`src/rtl/frame_burst_reader.sv`:
```
// Avalon-MM burst read master: streams a HDISP*VDISP frame of 32-bit pixels from SDRAM
// into the pixel FIFO write port, one burst outstanding at a time, wrapping at frame end.
module frame_burst_reader #(
  parameter int          HDISP     = 800,
  parameter int          VDISP     = 480,
  parameter int          BURSTSIZE = 16,
  parameter logic [31:0] BASE_ADDR = 32'h0000_0000
) (
  input  logic                         clk,
  input  logic                         reset_n,
  input  logic                         enable,
  output logic [31:0]                  avm_address,
  output logic                         avm_read,
  output logic [$clog2(BURSTSIZE):0]   avm_burstcount,
  output logic [3:0]                   avm_byteenable,
  output logic                         avm_write,
  input  logic                         avm_waitrequest,
  input  logic [31:0]                  avm_readdata,
  input  logic                         avm_readdatavalid,
  output logic [31:0]                  fifo_wdata,
  output logic                         fifo_write,
  input  logic                         fifo_almost_full,
  output logic                         frame_done
);

  localparam int TOTAL = HDISP * VDISP;
  localparam int WW    = $clog2(TOTAL + 1);
  localparam int BW    = $clog2(BURSTSIZE + 1);
  localparam int BCW   = $clog2(BURSTSIZE) + 1;

  localparam logic [31:0]   BURST_BYTES = 32'(4 * BURSTSIZE);
  localparam logic [WW-1:0] LAST_WORD   = WW'(TOTAL - 1);
  localparam logic [BW-1:0] LAST_BEAT   = BW'(BURSTSIZE - 1);

  typedef enum logic [1:0] {IDLE, REQ, DATA} state_t;

  state_t        state_reg, state_next;
  logic          read_reg, read_next;
  logic [31:0]   addr_reg, addr_next;
  logic [BW-1:0] beat_reg, beat_next;
  logic [WW-1:0] word_reg, word_next;
  logic          fifo_write_reg;
  logic [31:0]   fifo_wdata_reg;
  logic          frame_done_reg;
  logic          beat_valid;

  // Stray readdatavalid outside DATA (e.g. in flight across a reset) is dropped here.
  assign beat_valid = (state_reg == DATA) && avm_readdatavalid;

  always_comb begin
    state_next = state_reg;
    read_next  = read_reg;
    addr_next  = addr_reg;
    beat_next  = beat_reg;
    word_next  = word_reg;
    case (state_reg)
      IDLE: begin
        if (!enable) begin
          addr_next = BASE_ADDR;
          word_next = '0;
        end else if (!fifo_almost_full) begin
          read_next  = 1'b1;
          state_next = REQ;
        end
      end
      REQ: begin
        if (!avm_waitrequest) begin
          read_next  = 1'b0;
          beat_next  = '0;
          state_next = DATA;
        end
      end
      DATA: begin
        if (avm_readdatavalid) begin
          beat_next = beat_reg + 1'b1;
          word_next = word_reg + 1'b1;
          if (beat_reg == LAST_BEAT) begin
            state_next = IDLE;
            // The last burst of a frame rewinds to the frame base.
            if (word_reg == LAST_WORD) begin
              addr_next = BASE_ADDR;
              word_next = '0;
            end else begin
              addr_next = addr_reg + BURST_BYTES;
            end
          end
        end
      end
      default: state_next = IDLE;
    endcase
  end

  always_ff @(posedge clk or negedge reset_n) begin
    if (!reset_n) begin
      state_reg      <= IDLE;
      read_reg       <= 1'b0;
      addr_reg       <= BASE_ADDR;
      beat_reg       <= '0;
      word_reg       <= '0;
      fifo_write_reg <= 1'b0;
      fifo_wdata_reg <= '0;
      frame_done_reg <= 1'b0;
    end else begin
      state_reg      <= state_next;
      read_reg       <= read_next;
      addr_reg       <= addr_next;
      beat_reg       <= beat_next;
      word_reg       <= word_next;
      fifo_write_reg <= beat_valid;
      if (beat_valid) begin
        fifo_wdata_reg <= avm_readdata;
      end
      frame_done_reg <= beat_valid && (word_reg == LAST_WORD);
    end
  end

  assign avm_address    = addr_reg;
  assign avm_read       = read_reg;
  assign avm_burstcount = BCW'(BURSTSIZE);
  assign avm_byteenable = 4'hF;
  assign avm_write      = 1'b0;
  assign fifo_write     = fifo_write_reg;
  assign fifo_wdata     = fifo_wdata_reg;
  assign frame_done     = frame_done_reg;

endmodule

```
`config.mk`:
```
export PLATFORM = sky130hd
export DESIGN_NAME = frame_burst_reader
export DESIGN_NICKNAME = d
export VERILOG_FILES = /design/src/rtl/frame_burst_reader.sv
export SDC_FILE = /design/constraint.sdc
export NUM_CORES = 1
export LEC_CHECK = 0
export BUFFER_PORTS_ARGS = -buffer_cell sky130_fd_sc_hd__buf_2
export CORE_MARGIN = 10
export CORE_UTILIZATION = 35
export CTS_BUF_LIST = sky130_fd_sc_hd__clkbuf_4
export DETAILED_ROUTE_END_ITERATION = 16
export RECOVER_POWER = 100
export REMOVE_ABC_BUFFERS = 1
export SLEW_MARGIN = 25
export SYNTH_ARGS = -nofsm -noshare
export SYNTH_HDL_FRONTEND = slang
export SYNTH_SLANG_ARGS = --single-unit
```
`constraint.sdc`:
```
create_clock -name clk -period 2.1 [get_ports clk]
set_clock_uncertainty 0.05 [all_clocks]
set_input_delay 0.21 -clock clk [delete_from_list [all_inputs] [get_ports clk]]
set_output_delay 0.21 -clock clk [all_outputs]
set_load 0.02 [all_outputs]
```
==> results of run 1 <==
## kinds of logic (layout without fill, tap and decap cells)
| group | Yosys count | count (layout) |
|---|---|---|
| flops | 87 | 87 |
| simple gates | 243 | 243 |
| xor+xnor | 13 | 13 |
| compound gates | 86 | 86 |
| buf+inv | 44 | 188 |
| mux | 1 | 1 |
| other cells | 2 | 16 |
| fa+ha+maj | 4 | 4 |
## power by group through the flow
stage	Combinational [mW]	Clock (mW)	Sequential (mW)
after floorplan	0.806	0	2.76
after global placement	2.14	0	2.35
after detailed placement	2.17	0	2.36
after CTS	2.23	0.949	2.35
after global routing	2.42	1.04	2.43
final	2.17	0.923	2.37
## layer usage
metal / vias up / global-route usage / routed length [microns]
li1: 1946 / - / -
met1: 1930 / 0.176 / 5450
met2: 168 / 0.212 / 5500
met3: 21 / 0.0633 / 1260
met4: 0 / 0.0562 / 217
met5: - / 0 / 0
## Yosys cell counts, drive strengths merged, types with 7 or more instances
master | number | share of area
a21oi | 18 | 0.024
a31oi | 17 | 0.024
and2 | 7 | 0.010
and3 | 14 | 0.020
buf | 31 | 0.047
dfrtp | 87 | 0.50
inv | 9 | 0.0078
nand2 | 128 | 0.11
nand3 | 21 | 0.026
nand4 | 11 | 0.016
nor2 | 23 | 0.022
o21ai | 24 | 0.028
xor2 | 7 | 0.014
## worst min-delay path: cells and delay by family
family	cells	cell delay (ps)
buf+inv	1	140
compound gates	1	110
simple gates	1	70
## path summary, 6_finish.rpt
check	endpoint	slack, ps	cells past startpoint
max reg2reg	avm_address[15]	70	8
max in group asynchronous	avm_address[14]	410	3
min	state_reg[1]	50	3
max	avm_address[15]	70	8
min in group asynchronous	fifo_wdata[10]	440	2
min reg2reg	fifo_wdata[19]	440	2
## cell usage in the layout, fill, tap and decap left out, types with 5 or more instances in the layout
| master | count |
|---|---|
| a41oi_1 | 6 |
| xor2_1 | 7 |
| dfrtp_1 | 86 |
| nor2_1 | 21 |
| dlygate4sd3_1 | 36 |
| nand4_1 | 11 |
| nand3b_1 | 5 |
| nand3_1 | 19 |
| xnor2_1 | 6 |
| and2_1 | 6 |
| or3_1 | 5 |
| a21oi_1 | 15 |
| a31oi_1 | 17 |
| buf_4 | 24 |
| clkbuf_1 | 62 |
| o21ai_0 | 21 |
| conb_1 | 16 |
| and3_1 | 13 |
| clkbuf_4 | 10 |
| nand2_1 | 127 |
| inv_1 | 9 |
| buf_2 | 36 |
## cell type report
cell class                 instances  area [sq um]  area share
clock buffer                       9          67.6      0.0120
clock inverter                     5          51.3     0.00910
inverter                           9          33.8     0.00599
multi-input combinational        363          2050       0.364
sequential                        87          2180       0.386
tap                              168           210      0.0373
timing repair buffer             165          1040       0.185
## per-stage QoR
step,setup WS [ps],hold slack (ps),setup TNS [ps]
6_report,70.9,51.3,0
3_3_place_gp,37.9,212,0
3_5_place_dp,-16.8,218,-16.8
2_1_floorplan,-433,-136,-12100
5_1_grt,-33.5,19.0,-92.9
4_1_cts,4.68,0.974,0
## repair_timing
action	4_1_cts	5_1_grt
setup buffers	0	4
gates resized for setup	1	17
endpoints found under the hold margin	80	0
pin swaps	2	9
hold buffers	36	0
setup endpoints to repair	3	26
==> flow_summary.ini, run 1 <==
[status]
outcome = finished, final reports clean

[cells_and_area]
fillers = 1173
largest_reg_flops = 32
diodes = 0
design_area_sq_um = 5640
area_growth_pct = 29.4
final_cells = 806
layout-drive-gt1-share = 0.158
final_util = 0.465
fin_nets = 677

[placed_design]
port_buffers = 98
place.gp.congestion = 0.828
placed_cell_area_sq_um = 5130
dp.cells = 752
place_hpwl_mm = 8.57

[die]
die_area_sq_um = 17300
core_area_sq_um = 12100
die_h_microns = 132
start_util = 0.360
die_x_microns = 132
rows = 40
pin_count = 115

[global_routing]
grt_max_degree = 47
grt_pass1_wl_mm = 20.6
overflow = 0
grt_pass1_vias = 4090
antenna_found_initial = 1
grt.total_usage = 0.142

[clock_network]
cts_made_buffers = 9
insertion_delay_ps = 460
h-tree-depth = 3
cts_root_buf = clkbuf_4
cts_tree = yes
cts_max_path_buffers = 2
cts_sinks = 87
path_clk_slew_ps = 130

[detailed_routing]
avgViaCountPerCell = 5.04
wire_per_inst_microns = 15.4
antenna_left = 0
routed_wl_mm = 12.4
route.detailed.drc = 0
dr.pass1.iters = 5
drtIter0Drc = 240
via_count = 4065

[worst_setup_path]
path_class = reg2reg
worst-path-buf-inv = 0
critPathLaunch = beat_reg[0]
worstReg2RegStart = beat_reg[0]
worst_ep_required_time_ps = 2430
crit_path_end_kind = flop
critPathSlowestCell = or3_1
start_kind = flop
max_stage_delay_ps = 380
arrival_ps = 2360
crit_fanout = 5
worstPathCellList = ha_2 > and3_4 > ha_4 > and4b_2 > o2111ai_4 > or3_1 > a21o_1 > o21ai_0
critPathTopFamily = simple AND/OR/NAND/NOR gates

[worst_hold_path]
hold_start = avm_readdatavalid
hold_path_class = in2reg

[synth]
synth_seq_cells = 87
synth_area_sq_um = 4360
seq_area_frac_synth = 0.500
netlist_instances = 480
synth_edf_count = 0
synthAdderAreaFrac = 0.0115
synth_top_family_by_area = simple AND/OR/NAND/NOR gates
ys_types = 55
synth_mux_area_frac = 0.00230
synthSimpleGateAreaFrac = 0.273
synthXorXnorAreaFrac = 0.0261
yosysWarnings = 0
async_flop_share = 1.00
synth_compound_area_frac = 0.128
synth_area_per_cell_sq_um = 9.08
ys.flop_type = dfrtp_1

[power_and_ir_drop]
p_total_mw = 5.46
vdd_drop_max_v = 0.000654
p_comb_frac = 0.397
switching_share = 0.422
power_frac_seq = 0.435
clock_power_share = 0.169
p_leak_nw = 2.61
intPower_mw = 3.16
p_switching_mw = 2.31
p_per_area_nw_per_um2 = 969

[timing]
tightest_slew_ps = 1140
layout_min_cycle_time_ps = 2030
slew_viol_final = 0
hold_viol = 0
clock.fmax_mhz = 493
slew_headroom = 0.239
rsz0062_at_grt = true
setup_viol = 0
fin_crit_sh = 0.966

[run]
cap_violations = 0
(Power assumes the default switching activity.)
==> run 2: changes to the inputs <==
- clock period: 2.1 -> 2.2 ns (I/O delays scaled with it)
==> run 2 against run 1 <==
Count of clock-buffer cells in the layout rose by 1. Critical path depth unchanged. Non-clock buffer count shrank 10. Highest routed layer unchanged.
==> flow_summary.ini, run 2 (synthesis results as in run 1) <==
[cells_and_area]
area_growth_pct = 29.8
fin_nets = 667
final_cell_mix = nand2_1, buf_2, dfrtp_1, dlygate4sd3_1, o21ai_0
diodes = 0
final_cells = 797
fillers = 1159
layout-drive-gt1-share = 0.235
final_common_cell = nand2_1
largest_reg_flops = 32
design_area_sq_um = 5660

[timing]
tightest_slew_ps = 917
rsz0062_at_grt = true
hold_viol = 0
setup_viol = 0
layout_min_cycle_time_ps = 2100
slew_viol_final = 0
clock.fmax_mhz = 477
slew_headroom = 0.389
hold_slack_ps = 29.1
fin_crit_sh = 0.953

[detailed_routing]
routed_wl_mm = 12.2
route.detailed.drc = 0
drtIter0Drc = 305
avgViaCountPerCell = 5.01
dr.pass1.iters = 5
antenna_left = 0
via_count = 3995
wire_per_inst_microns = 15.4

[placed_design]
dp.cells = 740
place_hpwl_mm = 8.53
placed_cell_area_sq_um = 5040
place.gp.congestion = 0.806
port_buffers = 98

[clock_network]
cts_sinks = 87
insertion_delay_ps = 470
path_clk_slew_ps = 140
cts_tree = yes
cts_root_buf = clkbuf_4
cts_made_buffers = 9
h-tree-depth = 3
cts_max_path_buffers = 2

[worst_setup_path]
arrival_ps = 2440
worstPathCellList = ha_1 > and3_1 > ha_4 > and4b_2 > o2111ai_4 > or3_1 > a21o_1 > o21ai_0
critPathTopFamily = simple AND/OR/NAND/NOR gates
worstReg2RegStart = beat_reg[0]
worst_ep_required_time_ps = 2550
worst-path-buf-inv = 0
path_class = reg2reg
rr_endpoint = avm_address[15]
rr_worst_depth = 8
ff2ff_setup_slack_ps = 100
critPathLaunch = beat_reg[0]
crit_path_end_kind = flop
start_kind = flop
max_stage_delay_ps = 410
crit_fanout = 5
critPathSlowestCell = dfrtp_1

[die]
start_util = 0.360
rows = 40
die_x_microns = 132
core_area_sq_um = 12100
die_area_sq_um = 17300
pin_count = 115
die_h_microns = 132

[global_routing]
overflow = 0
grt_pass1_vias = 3930
grt.total_usage = 0.139
grt_pass1_wl_mm = 20.1
antenna_found_initial = 0
grt_max_degree = 37

[worst_hold_path]
hold_path_class = in2reg
min_to = state_reg[0]
hold_path_depth = 4
hold_start = fifo_almost_full

[power_and_ir_drop]
vdd_drop_max_v = 0.000601
p_per_area_nw_per_um2 = 943
p_leak_nw = 2.80
p_total_mw = 5.33

[run]
cap_violations = 0

[status]
outcome = finished, final reports clean
-- run 2: changes by cell type in the layout (fill, tap and decap cells not counted), moves of 2 or more --
cell | before | now
buf_2 | 36 | 95
o21ai_1 | 3 | 1
buf_4 | 24 | 16
o21ai_0 | 21 | 23
clkbuf_1 | 62 | 2
-- run 2: worst max path at each step --
stage | to | slack, ps | cells after the start
after floorplan | beat_reg[3] | -330 | 6
after global placement | avm_address[19] | 100 | 7
after detailed placement | avm_address[19] | 50 | 7
after CTS | avm_address[19] | 10 | 7
after global routing | word_reg[16] | -6 | 8
final | avm_address[15] | 100 | 8
-- run 2: worst reg2reg max path, delay by kind of cell, from the launching register on --
kind / cells / cell delay [ps]
AND/OR/NAND/NOR: 3 / 820
adder cells (fa/ha/maj): 2 / 340
flip-flops: 1 / 410
AO/OA/AOI/OAI: 3 / 410
-- run 2: metrics by stage --
stage	setup TNS, ps	setup WS [ps]	util
after floorplan	-5040	-333	-
final	0	104	0.467
after global routing	-7.37	-5.62	0.467
after detailed placement	0	45.7	0.416
after CTS	0	12.0	0.458
after global placement	0	101	0.416
-- run 2: layout make-up --
cell class | instances | area [sq um] | share of cell area
Clock inverter | 5 | 73.8 | 0.0131
Inverter | 9 | 33.8 | 0.00597
Tap cell | 168 | 210 | 0.0372
Clock buffer | 10 | 75.1 | 0.0133
Sequential cell | 87 | 2180 | 0.385
Timing Repair Buffer | 155 | 1040 | 0.184
Multi-Input combinational cell | 363 | 2050 | 0.362
-- run 2: report_power, final --
group | switching (mW) | internal (mW)
sequential | 0.295 | 1.97
combinational | 1.32 | 0.724
clock | 0.557 | 0.461
-- run 2: repair_timing --
item,in CTS,in global routing
hold buffers,36,0
endpoints found under the setup margin,0,29
hold endpoints to repair,70,0
buffers inserted,0,6
resized for setup,0,12
-- run 2: metal layers --
layer  track usage  part of all wire  vias to the layer above
li1              -                 -                     1939
met1         0.178              0.46                     1895
met2         0.202              0.43                      149
met3        0.0629             0.095                       12
met4        0.0457             0.013                        0
met5             0                 0                        -
